**src/rtl/chal_mem_pkg.sv**
```systemverilog
// Shared constants, write-enable encodings and byte-lane merge helper for the
// CFA attestation-challenge RAM.
package chal_mem_pkg;

  localparam int unsigned CHAL_ADDR_MSB = 3;
  localparam int unsigned CHAL_SIZE     = 32;
  localparam int unsigned CHAL_WORDS    = CHAL_SIZE / 2;
  localparam int unsigned CHAL_DATA_W   = 16;

  // Byte write enables are active-low: bit0 = low lane, bit1 = high lane.
  typedef enum logic [1:0] {
    WEN_WORD = 2'b00,
    WEN_HI   = 2'b01,
    WEN_LO   = 2'b10,
    WEN_NONE = 2'b11
  } wen_e;

  // Replace only the lanes whose active-low enable is asserted.
  function automatic logic [CHAL_DATA_W-1:0] lane_merge(
    input logic [CHAL_DATA_W-1:0] old_word,
    input logic [CHAL_DATA_W-1:0] new_word,
    input logic [1:0]             wen_n
  );
    logic [CHAL_DATA_W-1:0] merged;
    merged = old_word;
    if (!wen_n[0]) merged[7:0]  = new_word[7:0];
    if (!wen_n[1]) merged[15:8] = new_word[15:8];
    return merged;
  endfunction

endpackage

```
**src/rtl/chal_mem_if.sv**
```systemverilog
// Peripheral-decoder to challenge-RAM bus: word address, low-active strobes,
// write data in, read data out.
interface chal_mem_if
  import chal_mem_pkg::*;
#(
  parameter int unsigned ADDR_MSB = CHAL_ADDR_MSB
);

  logic [ADDR_MSB:0]      ram_addr;
  logic                   ram_cen;
  logic [CHAL_DATA_W-1:0] ram_din;
  logic [1:0]             ram_wen;
  logic [CHAL_DATA_W-1:0] ram_dout;

  modport master (
    output ram_addr,
    output ram_cen,
    output ram_din,
    output ram_wen,
    input  ram_dout
  );

  modport slave (
    input  ram_addr,
    input  ram_cen,
    input  ram_din,
    input  ram_wen,
    output ram_dout
  );

endinterface

```
**src/rtl/chal_mem.sv**
```systemverilog
// Attestation-challenge RAM: 16-bit words, byte-lane writes, openMSP430 read timing.
// Optional macro CHAL_MEM_RST_CLR_EN: puc_rst also wipes every word.
module chal_mem
  import chal_mem_pkg::*;
#(
  parameter int unsigned ADDR_MSB = CHAL_ADDR_MSB,
  parameter int unsigned MEM_SIZE = CHAL_SIZE
) (
  input  logic       mclk,
  input  logic       puc_rst,
  chal_mem_if.slave  mem_if
);

  localparam int unsigned DEPTH = MEM_SIZE / 2;

  logic [ADDR_MSB:0]      addr_q;
  logic [ADDR_MSB:0]      addr_d;
  logic                   access_c;
  logic                   wr_en_c;
  logic [CHAL_DATA_W-1:0] wr_word_c;

`ifdef CHAL_MEM_RST_CLR_EN
  logic [CHAL_DATA_W-1:0] mem_q [DEPTH];
`else
  logic [CHAL_DATA_W-1:0] mem_q [DEPTH] = '{default: '0};
`endif

  // Access decode: enabled and inside the populated word range.
  always_comb begin
    access_c  = 1'b0;
    wr_en_c   = 1'b0;
    addr_d    = addr_q;
    wr_word_c = '0;
    if (!mem_if.ram_cen && (32'(mem_if.ram_addr) < DEPTH)) begin
      access_c  = 1'b1;
      addr_d    = mem_if.ram_addr;
      wr_en_c   = (mem_if.ram_wen != WEN_NONE);
      wr_word_c = lane_merge(mem_q[mem_if.ram_addr], mem_if.ram_din, mem_if.ram_wen);
    end
  end

  // Read address register; reset points the output at word 0.
  always_ff @(posedge mclk or posedge puc_rst) begin
    if (puc_rst) begin
      addr_q <= '0;
    end else if (access_c) begin
      addr_q <= addr_d;
    end
  end

`ifdef CHAL_MEM_RST_CLR_EN
  // Storage with asynchronous wipe so a challenge cannot survive a PUC.
  always_ff @(posedge mclk or posedge puc_rst) begin
    if (puc_rst) begin
      mem_q <= '{default: '0};
    end else if (wr_en_c) begin
      mem_q[addr_d] <= wr_word_c;
    end
  end
`else
  // Storage retained across reset; a write coinciding with reset is dropped.
  always_ff @(posedge mclk) begin
    if (wr_en_c && !puc_rst) begin
      mem_q[addr_d] <= wr_word_c;
    end
  end
`endif

  // Combinational read from the registered address gives write-first behaviour.
  assign mem_if.ram_dout = mem_q[addr_q];

endmodule

```
**src/flat_wrapper.sv**
```systemverilog
// flat-port wrapper written by rule: the top's interface ports become plain ports
module chal_mem_flat import chal_mem_pkg::*;
#(
  parameter int unsigned ADDR_MSB = CHAL_ADDR_MSB,
  parameter int unsigned MEM_SIZE = CHAL_SIZE
)
  (mclk, puc_rst, mem_if_ram_addr, mem_if_ram_cen, mem_if_ram_din, mem_if_ram_wen, mem_if_ram_dout);
  chal_mem_if #(.ADDR_MSB(ADDR_MSB)) mem_if_i ();
  input  logic mclk;
  input  logic puc_rst;
  input wire logic [$bits(mem_if_i.ram_addr)-1:0] mem_if_ram_addr;
  input wire logic [$bits(mem_if_i.ram_cen)-1:0] mem_if_ram_cen;
  input wire logic [$bits(mem_if_i.ram_din)-1:0] mem_if_ram_din;
  input wire logic [$bits(mem_if_i.ram_wen)-1:0] mem_if_ram_wen;
  output wire logic [$bits(mem_if_i.ram_dout)-1:0] mem_if_ram_dout;
  assign mem_if_i.ram_addr = mem_if_ram_addr;
  assign mem_if_i.ram_cen = mem_if_ram_cen;
  assign mem_if_i.ram_din = mem_if_ram_din;
  assign mem_if_i.ram_wen = mem_if_ram_wen;
  assign mem_if_ram_dout = mem_if_i.ram_dout;
  chal_mem #(.ADDR_MSB(ADDR_MSB), .MEM_SIZE(MEM_SIZE)) u_core (.mclk(mclk), .puc_rst(puc_rst), .mem_if(mem_if_i));
endmodule
```
**config.mk**
```make
export PLATFORM = sky130hd
export DESIGN_NAME = chal_mem_flat
export DESIGN_NICKNAME = d
export VERILOG_FILES = /design/src/rtl/chal_mem_pkg.sv /design/src/rtl/chal_mem_if.sv /design/src/rtl/chal_mem.sv /design/src/flat_wrapper.sv
export SDC_FILE = /design/constraint.sdc
export NUM_CORES = 1
export LEC_CHECK = 0
export ABC_AREA = 0
export CELL_PAD_IN_SITES_DETAIL_PLACEMENT = 1
export CELL_PAD_IN_SITES_GLOBAL_PLACEMENT = 1
export CORE_ASPECT_RATIO = 0.8
export CORE_MARGIN = 5
export CORE_UTILIZATION = 45
export DETAILED_ROUTE_END_ITERATION = 12
export PLACE_DENSITY_LB_ADDON = 0.1
export SYNTH_ARGS = -nofsm -noshare
export SYNTH_HDL_FRONTEND = slang
export SYNTH_SLANG_ARGS = --single-unit
export TNS_END_PERCENT = 20
```
**constraint.sdc**
```tcl
create_clock -name mclk -period 3.21 [get_ports mclk]
set_input_delay 0.963 -clock mclk [delete_from_list [all_inputs] [get_ports mclk]]
set_output_delay 0.963 -clock mclk [all_outputs]
set_load 0.02 [all_outputs]
```
### Word level (Yosys, flattened, before mapping)

Memory sizes are Yosys's and may differ from the RTL's.
Cells that the tools add are included.

* output and inout bits: 16
* bits in registers: 4
* bits of input ports: 25
* memories: 1
* bits in writable memories: 256
* logic and storage cells: 12

* mux-type cells: 7
* equal/unequal tests: 1
* reductions and logical operators: 2

Memories
* u_core.mem_q: depth 16, bits a word 16, read ports 2, clocked after memory_dff 0, write ports 1, line chal_mem.sv:25 `logic [CHAL_DATA_W-1:0] mem_q [DEPTH] = '{default: '0};`

Operators by type and width (number)
* 16-bit two-way mux: 1
* 8-bit two-way mux: 2
* 4-bit two-way mux: 1
* 1-bit two-way mux: 3
* 2-bit != test (second input constant): 1
* 1-bit logical AND: 1
* 1-bit zero test: 1

### Logic depth before layout (Yosys ltp)

* depth in word-level cells: 5
* mapped depth: 7
* depth with buffers taken out: 4

### Worst setup path before layout

OpenSTA, ideal clock, no wires.

* path kind: input-to-reg
* from: input port mem_if_ram_addr[2]
* to: memory u_core.mem_q[6][0], enable pin
* buffers on the path: 3
* cell stages on the path: 5
* arrival: 2434 ps
* slack: 388 ps
* required time: 2822 ps
* library setup time: 388 ps
* path through: clkbuf_1 -> buf_2 -> buf_2 -> nand3b_1 -> nor2_1

* cells in the longest elaborated chain, start to end: 1

RTL lines
* start, declared: line flat_wrapper.sv:11 `input wire logic [$bits(mem_if_i.ram_addr)-1:0] mem_if_ram_addr;`
* 4-bit two-way mux: line chal_mem.sv:34 `if (!mem_if.ram_cen && (32'(mem_if.ram_addr) < DEPTH)) begin`
* end, declared: line chal_mem.sv:25

No other way between the ends.

### Final worst setup path

* from: register u_core.addr_q[0]
* to: output port mem_if_ram_dout[14]

* cells in the longest elaborated chain, start to end: 1

RTL lines
* start, declared: line chal_mem.sv:16 `logic [ADDR_MSB:0] addr_q;`
* start signal, assigned: line chal_mem.sv:47 `addr_q <= addr_d;`
* memory read 16 x 16 bit
* end, declared: line flat_wrapper.sv:15 `output wire logic [$bits(mem_if_i.ram_dout)-1:0] mem_if_ram_dout;`

No other way between the ends.

==> impl_metrics.csv <==
group,metric,value,unit
global_route,globalRoute.totalOverflow,0,
clock_tree,cts_buffers,28,
logic_synthesis,yosysMostFrequentCell,"edfxtp_1",
drt,firstDrtPassIters,5,
clock_tree,clkLatencyLatePin,0.55,ns
power,power_leakage,0.005304,uW
status,violations,"setup timing",
logic_synthesis,synth.top_cell.area_share,0.6234,
worst_setup_path,arrival,2.56,ns
placed_design,dp.cells,1152,
logic_synthesis,yosys_register_bits,260,
power,switching_power,1883,uW
timing,rsz0062_at_grt,"true",
drt,routed_wl,36250,um
cells_and_area,fin_cells,1211,
power,power_density,538.1,nW/um^2
placed_design,hpwl,23030,um
timing,setup_slack,-0.3149,ns
logic_synthesis,syn_area,12330,sq um
power,clockPowerShare,0.389,
clock_tree,clock_sinks,260,
timing,finalSetupViolCount,16,
logic_synthesis,yosysWarnings,0,
drt,ant_nets,0,
placed_design,io_buffers,40,
worst_setup_path,critical-path-max-stage-delay,0.53,ns
timing,post-route-min-period,3.525,ns
drt,wl_per_cell,29.93,um
drt,viasPerCell,6.197,
timing,hold_ws,0.6827,ns
worst_setup_path,crit_required,2.25,ns
worst_setup_path,cp-start-kind,"flop",
clock_tree,cts_root_buf,"clkbuf_16",
logic_synthesis,netlist_instances,705,
job,cap_viol_max_count,0,
timing,setup_tns,-4.327,ns
power,finalPower,8017,uW
drt,num_vias,7505,
cells_and_area,n_antenna_cell,0,
worst_setup_path,crit_chain,"buf_6 > buf_12 > mux4_1 > mux4_2 > buf_2",
drt,drt_iter0_drc,606,
hold_path,hp-class,"primary input to async pin",
floorplan,num_io_pins,41,
floorplan,core,27160,sq um
clock_tree,clockBufferDepth,3,
worst_setup_path,worstPathMaxFanout,6,
cells_and_area,multi_input_area,4178,sq um
global_route,antenna_found_initial,0,
worst_setup_path,end_kind,"primary output",
logic_synthesis,synth_area_per_cell,17.49,sq um
logic_synthesis,ys_types,26,
power,intPower,6134,uW
timing,relSlewSlack,0.4177,
floorplan,row_count,54,
cells_and_area,final_nets,851,
timing,max_freq,283.7,MHz
floorplan,die_h,158.1,um
logic_synthesis,synth.area.top_cells,"edfxtp_1 (62%), mux2i_1 (11%), mux4_2 (9.1%), mux4_1 (6.2%), a22oi_1 (2.9%)",
logic_synthesis,yosys-top-cells-count,"edfxtp_1 (256), mux2i_1 (130), mux4_2 (50)",
power,seqPwrFrac,0.478,
power,power_frac_comb,0.134,
global_route,first_global_vias,8113,
timing,final_hold_viol_count,0,
floorplan,dieArea,30840,sq um
clock_tree,cts_htree_levels,1,
global_route,grt_util_all_layers,0.2344,
floorplan,initial_core_util,0.4540,
logic_synthesis,synth_edf_count,256,
cells_and_area,num-fill-cells,2479,
worst_setup_path,critPathSlowestCell,"mux4_1",
clock_tree,cts_tree,"built",
logic_synthesis,async_flop_share,0.01538,
timing,worst_slew_pin_slew,0.8702,ns
worst_setup_path,critPathKind,"flop to primary output",
logic_synthesis,post-synth-top-area-cell,"edfxtp_1",
global_route,grt_pass1_wl,53690,um
floorplan,die_w,195.1,um
status,status,"finished, violations left",
cells_and_area,seqCellArea,7792,sq um
timing,min_period_over_period,1.098,
logic_synthesis,synthFlopType,"edfxtp_1",
placed_design,place_congestion,0.8424,
logic_synthesis,ys_seq_area_frac,0.6315,
power,ir_worst_vdd,394.6,uV
cells_and_area,drive_above_1_share,0.3022,
drt,route.detailed.drc,0,
timing,drv_slew,0,
clock_tree,hold_buffers,0,
logic_synthesis,synth_fp_nets,730,
clock_tree,cts.clk_slew.worst_paths,0.07,ns
power,swShare,0.2348,
cells_and_area,syn_to_final_growth,20.82,%
global_route,grt_max_degree,48,
timing,clock_skew,0.02185,ns
[flip-flops by register name (all words and copies together), names as in the netlist]
register / count
u_core.mem_q: 256
u_core.addr_q: 4
[path summary, 6_finish.rpt]
kind,from,endpoint,slack [ns],depth (start not counted)
max,u_core.addr_q[0],mem_if_ram_dout[14],-0.31,5
min,puc_rst,u_core.addr_q[0],0.68,2
max reg2reg,u_core.addr_q[1],u_core.mem_q[3][4],1.06,6
min reg2reg,u_core.addr_q[3],u_core.addr_q[3],0.74,2
max in group asynchronous,puc_rst,u_core.addr_q[0],2.33,2
min in group mclk,u_core.addr_q[3],u_core.addr_q[3],0.74,2
[power groups by stage]
stage          Sequential, uW  Combinational [uW]  Clock, uW
3_3_place_gp             3900                 995          0
4_1_cts                  3830                1020       3180
2_1_floorplan            3880                 625          0
5_1_grt                  3830                1130       3360
3_5_place_dp             3900                1020          0
6_report                 3830                1070       3110
[critical path, delay by kind of cell, from the launching register on]
family | cells | cell delay (ns)
mux | 2 | 1.02
flops | 1 | 0.52
buf+inv | 3 | 0.45
[final cells by class]
type,instances,area share
clock buffer,33,0.04971
inverter,3,0.0007558
clock inverter,18,0.009825
timing repair buffer,141,0.1057
sequential,260,0.5230
tap,364,0.03057
multi-input combinational,392,0.2804
[repair_timing]
action / 4_1_cts / 5_1_grt
hold endpoints to repair: 0 / 0
buffers inserted: 4 / 0
gates cloned: 2 / 3
pin swaps: 0 / 0
endpoints found under the setup margin: 16 / 16
gates resized for setup: 74 / 39
[metal layers]
layer	vias up	track usage	part of all wire
met5	-	0	0
met4	0	0.06547	0.030
met3	78	0.03213	0.061
met2	297	0.3932	0.48
met1	3966	0.3268	0.43
li1	3164	-	-
[through the flow]
| stage | instance area (sq um) | util | worst slack (ns) |
|---|---|---|---|
| floorplan | 12330 | - | 0.3877 |
| global placement | 13940 | 0.5133 | -0.1256 |
| detailed placement | 13940 | 0.5133 | -0.1306 |
| CTS | 14840 | 0.5463 | -0.3488 |
| global route | 14900 | 0.5486 | -0.3550 |
| finish | 14900 | 0.5486 | -0.3149 |
[cells in the final DEF, fill, tap and decap left out, types with 6 or more instances in the layout]
cell type and n:
a21oi_1 16, a22oi_1 48, buf_12 27, buf_2 6
buf_4 65, buf_6 15, clkbuf_16 32, clkdlybuf4s50_1 23
clkinv_2 9, edfxtp_1 256, mux2i_1 130, mux4_1 8
mux4_2 71, nand2_1 37, nand3_1 49, nor2_2 17
[cells by family after synthesis]
| family | count (synthesis) | synth area share |
|---|---|---|
| mux | 212 | 0.2625 |
| simple gates | 115 | 0.04251 |
| compound gates | 65 | 0.03632 |
| buf+inv | 53 | 0.02719 |
| flops | 260 | 0.6315 |
No activity file was read; power rests on OpenSTA's default activity.
